**config.mk**
```make
export PLATFORM = sky130hd
export DESIGN_NAME = d1_pe_ctrl_flat
export DESIGN_NICKNAME = d
export VERILOG_FILES = /design/src/rtl/d1_pe_ctrl_if.sv /design/src/rtl/d1_pe_ctrl.sv /design/src/flat_wrapper.sv
export SDC_FILE = /design/constraint.sdc
export NUM_CORES = 1
export LEC_CHECK = 0
export ABC_AREA = 1
export BUFFER_PORTS_ARGS = -buffer_cell sky130_fd_sc_hd__buf_2
export CAP_MARGIN = 40
export CORE_ASPECT_RATIO = 1.75
export CORE_MARGIN = 3
export CORE_UTILIZATION = 55
export CTS_BUF_LIST = sky130_fd_sc_hd__clkbuf_8
export DETAILED_ROUTE_END_ITERATION = 6
export PLACE_DENSITY = 0.92
export SLEW_MARGIN = 40
export SYNTH_ARGS = -nofsm -noshare
export SYNTH_HDL_FRONTEND = slang
export SYNTH_SLANG_ARGS = --single-unit
```
**constraint.sdc**
```tcl
create_clock -name clk -period 3.7 [get_ports clk]
set_input_delay 1.11 -clock clk [delete_from_list [all_inputs] [get_ports clk]]
set_output_delay 1.11 -clock clk [all_outputs]
set_load 0.1 [all_outputs]
```
**src/rtl/d1_pe_ctrl_if.sv**
```systemverilog
// rtl/d1_pe_ctrl_if.sv - frame control, weight config, sample stream and result handshake bundle
interface d1_pe_ctrl_if;
    logic        start;
    logic        busy;
    logic        cfg_we;
    logic [2:0]  cfg_addr;
    logic [7:0]  cfg_data;
    logic        s_valid;
    logic        s_ready;
    logic [7:0]  s_data;
    logic        res_valid;
    logic        res_ready;
    logic [15:0] res_y1;
    logic [15:0] res_y2;
    logic [15:0] res_y3;
    logic [15:0] res_y4;
    logic [15:0] res_y5;

    modport master (
        output start, cfg_we, cfg_addr, cfg_data, s_valid, s_data, res_ready,
        input  busy, s_ready, res_valid, res_y1, res_y2, res_y3, res_y4, res_y5
    );

    modport slave (
        input  start, cfg_we, cfg_addr, cfg_data, s_valid, s_data, res_ready,
        output busy, s_ready, res_valid, res_y1, res_y2, res_y3, res_y4, res_y5
    );
endinterface

```
**src/rtl/d1_pe_ctrl.sv**
```systemverilog
// rtl/d1_pe_ctrl.sv - sequencer for the 5-tap 1-D convolution PE: weight bank, frame buffer, clear/prime/MAC schedule
module d1_pe_ctrl (
    input  logic        clk,
    input  logic        reset_n,
    d1_pe_ctrl_if.slave bus,
    output logic        pe_reset_n,
    output logic [7:0]  pe_in,
    output logic [2:0]  pe_sel,
    output logic [7:0]  pe_w1,
    output logic [7:0]  pe_w2,
    output logic [7:0]  pe_w3,
    output logic [7:0]  pe_w4,
    output logic [7:0]  pe_w5,
    input  logic [15:0] pe_y1,
    input  logic [15:0] pe_y2,
    input  logic [15:0] pe_y3,
    input  logic [15:0] pe_y4,
    input  logic [15:0] pe_y5
);
    typedef enum logic [2:0] {IDLE, LOAD, CLR, PRIME, MAC, CAP, OUT} state_t;

    state_t     state, state_n;
    logic [3:0] cnt, cnt_n;
    logic [7:0] pe_in_n;
    logic [7:0] w  [0:4];
    logic [7:0] xb [0:8];

    assign pe_w1 = w[0];
    assign pe_w2 = w[1];
    assign pe_w3 = w[2];
    assign pe_w4 = w[3];
    assign pe_w5 = w[4];

    always_comb begin
        state_n = state;
        cnt_n   = cnt;
        case (state)
            IDLE: if (bus.start) begin
                state_n = LOAD;
                cnt_n   = 4'd0;
            end
            LOAD: if (bus.s_valid && bus.s_ready) begin
                if (cnt == 4'd8) begin
                    state_n = CLR;
                    cnt_n   = 4'd0;
                end else begin
                    cnt_n = cnt + 4'd1;
                end
            end
            CLR: if (cnt == 4'd2) begin
                state_n = PRIME;
                cnt_n   = 4'd0;
            end else begin
                cnt_n = cnt + 4'd1;
            end
            PRIME: if (cnt == 4'd4) begin
                state_n = MAC;
                cnt_n   = 4'd0;
            end else begin
                cnt_n = cnt + 4'd1;
            end
            MAC: if (cnt == 4'd4) begin
                state_n = CAP;
                cnt_n   = 4'd0;
            end else begin
                cnt_n = cnt + 4'd1;
            end
            CAP: state_n = OUT;
            OUT: if (bus.res_ready) state_n = IDLE;
            default: begin
                state_n = IDLE;
                cnt_n   = 4'd0;
            end
        endcase
    end

    // Outputs are registered from the next state, so each cycle's PE drive is a pure flop output.
    always_comb begin
        pe_in_n = 8'd0;
        if (state_n == PRIME)
            pe_in_n = xb[cnt_n];
        else if (state_n == MAC && cnt_n <= 4'd3)
            pe_in_n = xb[cnt_n + 4'd5];
    end

    always_ff @(posedge clk or negedge reset_n) begin
        if (!reset_n) begin
            state         <= IDLE;
            cnt           <= 4'd0;
            bus.busy      <= 1'b0;
            bus.s_ready   <= 1'b0;
            bus.res_valid <= 1'b0;
            bus.res_y1    <= 16'd0;
            bus.res_y2    <= 16'd0;
            bus.res_y3    <= 16'd0;
            bus.res_y4    <= 16'd0;
            bus.res_y5    <= 16'd0;
            pe_reset_n    <= 1'b0;
            pe_sel        <= 3'd5;
            pe_in         <= 8'd0;
            for (int i = 0; i < 5; i++) w[i] <= 8'd0;
            for (int i = 0; i < 9; i++) xb[i] <= 8'd0;
        end else begin
            state         <= state_n;
            cnt           <= cnt_n;
            bus.busy      <= (state_n != IDLE);
            bus.s_ready   <= (state_n == LOAD);
            bus.res_valid <= (state_n == OUT);
            // Only the first CLR cycle pulls the PE into reset; the other two cover its reset release.
            pe_reset_n    <= !(state_n == CLR && cnt_n == 4'd0);
            pe_sel        <= (state_n == MAC) ? cnt_n[2:0] : 3'd5;
            pe_in         <= pe_in_n;
            if (state == IDLE && bus.cfg_we && bus.cfg_addr < 3'd5)
                w[bus.cfg_addr] <= bus.cfg_data;
            if (state == LOAD && bus.s_valid && bus.s_ready)
                xb[cnt] <= bus.s_data;
            if (state == CAP) begin
                bus.res_y1 <= pe_y1;
                bus.res_y2 <= pe_y2;
                bus.res_y3 <= pe_y3;
                bus.res_y4 <= pe_y4;
                bus.res_y5 <= pe_y5;
            end
        end
    end
endmodule
```
**src/flat_wrapper.sv**
```systemverilog
// flat-port wrapper written by rule: the top's interface ports become plain ports
module d1_pe_ctrl_flat 
  (clk, reset_n, pe_reset_n, pe_in, pe_sel, pe_w1, pe_w2, pe_w3, pe_w4, pe_w5, pe_y1, pe_y2, pe_y3, pe_y4, pe_y5, bus_start, bus_cfg_we, bus_cfg_addr, bus_cfg_data, bus_s_valid, bus_s_data, bus_res_ready, bus_busy, bus_s_ready, bus_res_valid, bus_res_y1, bus_res_y2, bus_res_y3, bus_res_y4, bus_res_y5);
  d1_pe_ctrl_if bus_i ();
  input  logic clk;
  input  logic reset_n;
  output logic pe_reset_n;
  output logic [7:0] pe_in;
  output logic [2:0] pe_sel;
  output logic [7:0] pe_w1;
  output logic [7:0] pe_w2;
  output logic [7:0] pe_w3;
  output logic [7:0] pe_w4;
  output logic [7:0] pe_w5;
  input  logic [15:0] pe_y1;
  input  logic [15:0] pe_y2;
  input  logic [15:0] pe_y3;
  input  logic [15:0] pe_y4;
  input  logic [15:0] pe_y5;
  input wire logic [$bits(bus_i.start)-1:0] bus_start;
  input wire logic [$bits(bus_i.cfg_we)-1:0] bus_cfg_we;
  input wire logic [$bits(bus_i.cfg_addr)-1:0] bus_cfg_addr;
  input wire logic [$bits(bus_i.cfg_data)-1:0] bus_cfg_data;
  input wire logic [$bits(bus_i.s_valid)-1:0] bus_s_valid;
  input wire logic [$bits(bus_i.s_data)-1:0] bus_s_data;
  input wire logic [$bits(bus_i.res_ready)-1:0] bus_res_ready;
  output wire logic [$bits(bus_i.busy)-1:0] bus_busy;
  output wire logic [$bits(bus_i.s_ready)-1:0] bus_s_ready;
  output wire logic [$bits(bus_i.res_valid)-1:0] bus_res_valid;
  output wire logic [$bits(bus_i.res_y1)-1:0] bus_res_y1;
  output wire logic [$bits(bus_i.res_y2)-1:0] bus_res_y2;
  output wire logic [$bits(bus_i.res_y3)-1:0] bus_res_y3;
  output wire logic [$bits(bus_i.res_y4)-1:0] bus_res_y4;
  output wire logic [$bits(bus_i.res_y5)-1:0] bus_res_y5;
  assign bus_i.start = bus_start;
  assign bus_i.cfg_we = bus_cfg_we;
  assign bus_i.cfg_addr = bus_cfg_addr;
  assign bus_i.cfg_data = bus_cfg_data;
  assign bus_i.s_valid = bus_s_valid;
  assign bus_i.s_data = bus_s_data;
  assign bus_i.res_ready = bus_res_ready;
  assign bus_busy = bus_i.busy;
  assign bus_s_ready = bus_i.s_ready;
  assign bus_res_valid = bus_i.res_valid;
  assign bus_res_y1 = bus_i.res_y1;
  assign bus_res_y2 = bus_i.res_y2;
  assign bus_res_y3 = bus_i.res_y3;
  assign bus_res_y4 = bus_i.res_y4;
  assign bus_res_y5 = bus_i.res_y5;
  d1_pe_ctrl u_core (.clk(clk), .reset_n(reset_n), .bus(bus_i), .pe_reset_n(pe_reset_n), .pe_in(pe_in), .pe_sel(pe_sel), .pe_w1(pe_w1), .pe_w2(pe_w2), .pe_w3(pe_w3), .pe_w4(pe_w4), .pe_w5(pe_w5), .pe_y1(pe_y1), .pe_y2(pe_y2), .pe_y3(pe_y3), .pe_y4(pe_y4), .pe_y5(pe_y5));
endmodule
```
---- After elaboration in Yosys (flattened, before gate mapping) ----
Cells that the tools add are included.
word-level totals
  bits in registers ....................... 214
  bits of input ports ..................... 105
  output and inout port bits .............. 135
  logic and storage cells ................. 99
cells by class
  add/sub/neg operators ................... 2
  order comparisons ....................... 8
  equal/unequal tests ..................... 14
  multiplexer cells ....................... 29
  bitwise gates (word level) .............. 4
  reductions and logical operators ........ 15
operators by type and width
  cell                 count
  $bwmux 72            1
  $bmux 8 s4           2
  $mux 8               8
  $bwmux 40            1
  $demux 8 s4          1
  $demux 8 s3          1
  $mux 3               8
  $pmux 3 s7           1
  $mux 4               5
  $pmux 4 s5           1
  $eq 3x3->1 const B   5
  $ge 5x5->1 const B   3
  $not 4->5            3
  $eq 3x2->1 const B   4
  $logic_and 1x1->1    9
  $eq 3x1->1 const B   2
  $lt 5x1->1 const B   1
  $add 4x1->4 const B  1
  $add 4x3->4 const B  1
  $eq 4x2->1 const B   1
  $eq 4x3->1 const B   1
  $eq 4x4->1 const B   1
  $ge 4x4->1 const B   1
  $le 4x2->1 const B   1
  other kinds (8)      9

---- Logic depth before layout (Yosys ltp) ----
  word-level depth ........................ 11
  depth in mapped cells ................... 19
  gate-level depth less buffers ........... 16

---- Worst setup path before layout ----
Ideal clock, no wire load.
  kind .................................... input to register
  start point ............................. in bus_s_valid
  end point ............................... reg u_core.pe_in[4]
  setup time .............................. 0.116 ns
  arrival time ............................ 3.418 ns
  data required time ...................... 3.584 ns
  slack ................................... 0.166 ns
  stages on the path ...................... 15
  buffers on the path ..................... 4
  cells stage by stage .................... nand2_1 > nand4_1 > nand4_2 > nand3_2 > buf_2 > buf_2 > ha_1 > clkbuf_1 > inv_1 > clkbuf_1 > o211ai_1 > nand3_1 > nand3_1 > nand2_1 > nand2_1
on the way
  word-level cells in the longest chain between the ends .. 10
  elaborated cells between the ends (all ways) .. 20
  those cells by class .................... 1 x add/sub; 1 x order compare; 2 x eq/ne; 12 x mux; 2 x bitwise; 2 x reduce/logical
ends and longest elaborated chain
  what                                        RTL line            text
  start: declaration                          flat_wrapper.sv:24  input wire logic [$bits(bus_i.s_valid)-1:0] bus_s_valid;
  $logic_and 1x1->1 (*)                       d1_pe_ctrl.sv:42    LOAD: if (bus.s_valid && bus.s_ready) begin
  $mux 4                                      d1_pe_ctrl.sv:42
  $pmux 4 s5                                  d1_pe_ctrl.sv:37    case (state)
  $add 4x3->4                                 d1_pe_ctrl.sv:83    pe_in_n = xb[cnt_n + 4'd5];
  $not 4->5 (not written as such)             d1_pe_ctrl.sv:83
  $bmux 8 s4                                  d1_pe_ctrl.sv:83
  $mux 8 (not written as such) (2 in series)  d1_pe_ctrl.sv:83
  $mux 8                                      d1_pe_ctrl.sv:82    else if (state_n == MAC && cnt_n <= 4'd3)
  $mux 8 (*)                                  d1_pe_ctrl.sv:80    if (state_n == PRIME)
  net u_core.pe_in_n[4]                       d1_pe_ctrl.sv:24    logic [7:0] pe_in_n;
  end signal: assignment                      d1_pe_ctrl.sv:112   pe_in <= pe_in_n;
  end: declaration                            d1_pe_ctrl.sv:7     output logic [7:0] pe_in,
The timed path passes the listed nets; every way through them passes the cells marked *. The select of a mux whose other input is x is not followed.
A chain may end at the register's enable or synchronous reset.

---- Final worst setup path ----
  start point ............................. in bus_s_valid
  end point ............................... reg u_core.pe_in[2]
Same word-level chain as after synthesis.

==> metrics.md <==
| Metric | Value |
|---|---|
| Synth cell types | 32 |
| CORE AREA | 0.01754 mm2 |
| WHS Path Cells | 2 |
| Initial core utilization | 0.5639 |
| Drt first pass iters | 6 |
| Worst Path Arrival | 3250 ps |
| Post_cts resized | 0 |
| Largest net degree at the start of global routing | 92 |
| Ys Warns | 0 |
| Critical path buffer and inverter count | 3 |
| Clk root buf | clkbuf_8 |
| Hold Startpoint | u_core.pe_w5[4] |
| Post-layout minimum cycle time | 2806 ps |
| H-tree levels | 1 |
| Reg2reg path depth | 16 |
| DR WL/cell | 17.54 um |
| RSZ-0062 raised after global routing | no |
| Family with the most delay on the worst path | simple AND/OR/NAND/NOR gates |
| # Post-CTS Setup Buffers | 0 |
| Synth-to-Final Area Change | 20.71% |
| Clock Skew | 16.86 ps |
| WL final | 27000 um |
| Average cell area after synthesis | 9.408 um2 |
| Die area | 0.01969 mm2 |
| Slowest CP cell | buf_4 |
| Global-route wire length before repair | 43270 um |
| Row Count | 64 |
| Ratio of cells with drive above 1 in the final layout | 0.3287 |
| Nets | 1396 |
| Register area share after synthesis | 0.5418 |
| Initial antenna violation count | 0 |
| Final setup vio count | 0 |
| Post-DP HPWL | 19290 um |
| # DRC | 0 |
| Min Hold Slack | 484.4 ps |
| CP Launch Type | input port |
| CP max stage delay | 270 ps |
| Critical R2R Launch | u_core.cnt[0] |
| Kind of critical path | input port to flip-flop |
| Vias per cell | 5.448 |
| Post-Syn Nets | 1162 |
| WP data required | 4140 ps |
| Final setup TNS | 0 ps |
| Largest family of logic cells by synthesized area | simple AND/OR/NAND/NOR gates |
| R2R Setup Slk | 960 ps |
| Cells after synthesis | 1051 |
| Later-pin clock latency in the skew report | 550 ps |
| Vias in the first global route | 8731 |
| CTS tree | built |
| Die X | 107.4 um |
| Cell area after layout | 0.01194 mm2 |
| Number of synthesized register bits | 214 |
| Worst slew pin tran | 799.1 ps |
| Hold endpoint | u_core.pe_w5[4] |
| Adder-Cell Fraction of Synth Area | 0.007592 |
| Critical-path cell list | buf_2 > nand2_1 > nand4_1 > nand3_1 > nand2_1 > nand2_2 > buf_4 > ha_1 > inv_1 > nand2_1 > nand2_1 > nand3_1 > nand3_1 > nand2_1 > nand2_1 |
| Cts bufs inserted | 30 |
| Filler cells | 1291 |
| Grt ovf | 0 |
| Worst Path Max Fanout | 19 |
| Final ANT Viol Nets | 0 |
| Reg clk slew, reported paths | 70 ps |
| CTS Sinks | 214 |
| Part of the cycle the worst path needs | 0.7584 |
| Rel. slew slack | 0.4658 |
| Placed cell area | 0.01124 mm2 |
| Simple-gate share of the synthesized area | 0.2162 |
| Via count | 8385 |
| Port-buffer cells | 239 |
| Synth Area in XOR/XNOR | 0 |
| CTS Buffer Depth | 3 |
| 1st-iter DRT viols | 553 |
| Mapped Area | 0.009888 mm2 |
| Final hold vios | 0 |
| Worst path most repeated cell | nand2_1 |
| Fmax | 356.3 MHz |
| Post-synthesis mux area share | 0.09110 |
| Max cap viols | 0 |
| Diode count | 0 |
| GRT Overall Usage | 0.2743 |
| CP endpoint kind | flip-flop |
| FF-to-FF End | u_core.pe_in[2] |
| Cts hold-fix bufs | 0 |
| Num ports | 240 |
| Worst hold path class | flip-flop to flip-flop |
| Final Wtd Congestion | 0.9559 |
| Compound-Gate Fraction of Synth Area | 0.08149 |
| Status | finished, final reports clean |
| Slew Limit Fails | 0 |
| Die H | 183.4 um |
cells in the mapped netlist:
| cell type | n | area [um2] |
|---|---|---|
| nand2_1 | 286 | 1074 |
| dfrtp_1 | 212 | 5305 |
| o21ai_0 | 117 | 585.6 |
| nand3_1 | 104 | 520.5 |
| mux2_2 | 80 | 900.9 |
| inv_1 | 78 | 292.8 |
| nand4_1 | 18 | 112.6 |
| nor2_1 | 18 | 67.56 |
| clkbuf_1 | 17 | 63.81 |
| o211ai_1 | 16 | 120.1 |
| nand2_2 | 11 | 68.82 |
| buf_6 | 10 | 112.6 |
| o21ai_1 | 9 | 45.04 |
| a21oi_1 | 8 | 40.04 |
| buf_1 | 8 | 30.03 |
| buf_2 | 8 | 40.04 |
| inv_2 | 8 | 30.03 |
| ha_1 | 6 | 75.07 |
| nand2_4 | 5 | 56.30 |
| nand3_2 | 5 | 50.05 |
| nor2_4 | 5 | 56.30 |
| nor2_2 | 4 | 25.02 |
| buf_4 | 3 | 22.52 |
| inv_4 | 3 | 18.77 |
| dfstp_2 | 2 | 52.55 |
| nand3_4 | 2 | 35.03 |
| nor2_8 | 2 | 40.04 |
| nor3_1 | 2 | 10.01 |
| a21oi_2 | 1 | 8.760 |
| a31oi_1 | 1 | 6.260 |
| nand4_2 | 1 | 12.51 |
| nor3_2 | 1 | 10.01 |
cells by family (layout without fill, tap and decap cells):
kind of cell / count (synthesis) / count (layout)
AO/OA/AOI/OAI: 152 / 152
adder cells (fa/ha/maj): 6 / 6
buffers and inverters: 135 / 392
flip-flops: 214 / 214
multiplexers: 80 / 80
AND/OR/NAND/NOR: 464 / 464
registers in the layout, indices dropped and copies added (netlist names), 16 cells and up:
signal and count:
u_core.bus.res_y4 16, u_core.bus.res_y2 16, u_core.xb 72, u_core.bus.res_y3 16, u_core.bus.res_y1 16, u_core.bus.res_y5 16
worst min-delay path: cells and delay by family, from the launching register on:
family | cells | cell delay (ps)
DFF | 1 | 340
AOI/OAI and AO/OA | 1 | 60
and+or+nand+nor | 1 | 50
metrics by stage:
| stage | instances | setup slack (ps) | util |
|---|---|---|---|
| 6_report | 1539 | 893.8 | 0.6807 |
| 5_1_grt | 1539 | 728.6 | 0.6807 |
| 4_1_cts | 1539 | 963.5 | 0.6807 |
| 3_5_place_dp | 1484 | 379.2 | 0.6408 |
| 3_3_place_gp | 1484 | 462.7 | 0.6408 |
| 2_1_floorplan | 1051 | 166.0 | - |
cell type report:
class / instances / area [um2] / share of cell area
clock buffers: 43 / 591.8 / 0.04958
clock inverters: 12 / 106.4 / 0.008910
inverters: 89 / 341.6 / 0.02862
multi-input cells: 702 / 3928 / 0.3290
flip-flops and latches: 214 / 5358 / 0.4488
well taps: 231 / 289.0 / 0.02421
repair buffers: 248 / 1323 / 0.1108
per-layer routing:
metal / up-vias / wire length (um) / global-route usage
li1: 3937 / - / -
met1: 3994 / 9356 / 0.3132
met2: 372 / 14700 / 0.4908
met3: 82 / 1854 / 0.04790
met4: 0 / 1083 / 0.1345
met5: - / 0 / 0
placed cells by master, fill, tap and decap left out:
cell type | netlist | layout
nor2_4 | 5 | 5
inv_2 | 8 | 8
ha_1 | 6 | 6
nand3_4 | 2 | 3
nor3_1 | 2 | 2
o21ai_0 | 117 | 117
buf_12 | 0 | 4
nand3_1 | 104 | 104
nor3_2 | 1 | 1
a21oi_1 | 8 | 8
nand2_2 | 11 | 11
nand2_4 | 5 | 5
o21ai_1 | 9 | 9
nand4_2 | 1 | 1
dfrtp_1 | 212 | 212
nand4_1 | 18 | 18
inv_4 | 3 | 3
bufinv_16 | 0 | 2
a21oi_2 | 1 | 1
o211ai_1 | 16 | 16
clkinv_2 | 0 | 7
nor2_2 | 4 | 4
buf_4 | 3 | 5
nor2_1 | 18 | 18
clkbuf_8 | 0 | 44
nand2_1 | 286 | 286
a31oi_1 | 1 | 1
nor2_8 | 2 | 2
nand3_2 | 5 | 4
buf_2 | 8 | 238
mux2_2 | 80 | 80
inv_1 | 78 | 81
dfstp_2 | 2 | 2
worst max-delay path by stage:
stage,startpoint,to,slack (ps),cells after the start
3_3_place_gp,bus_s_valid,u_core.pe_in[6],460,15
3_5_place_dp,bus_s_valid,u_core.pe_in[2],380,15
2_1_floorplan,bus_s_valid,u_core.pe_in[4],170,15
6_report,bus_s_valid,u_core.pe_in[2],890,15
4_1_cts,bus_s_valid,u_core.pe_in[2],960,15
5_1_grt,bus_s_valid,u_core.pe_in[0],730,15
Power is not shown: default switching activity piles up to over one toggle a cycle in this logic, so the estimate is an artifact.
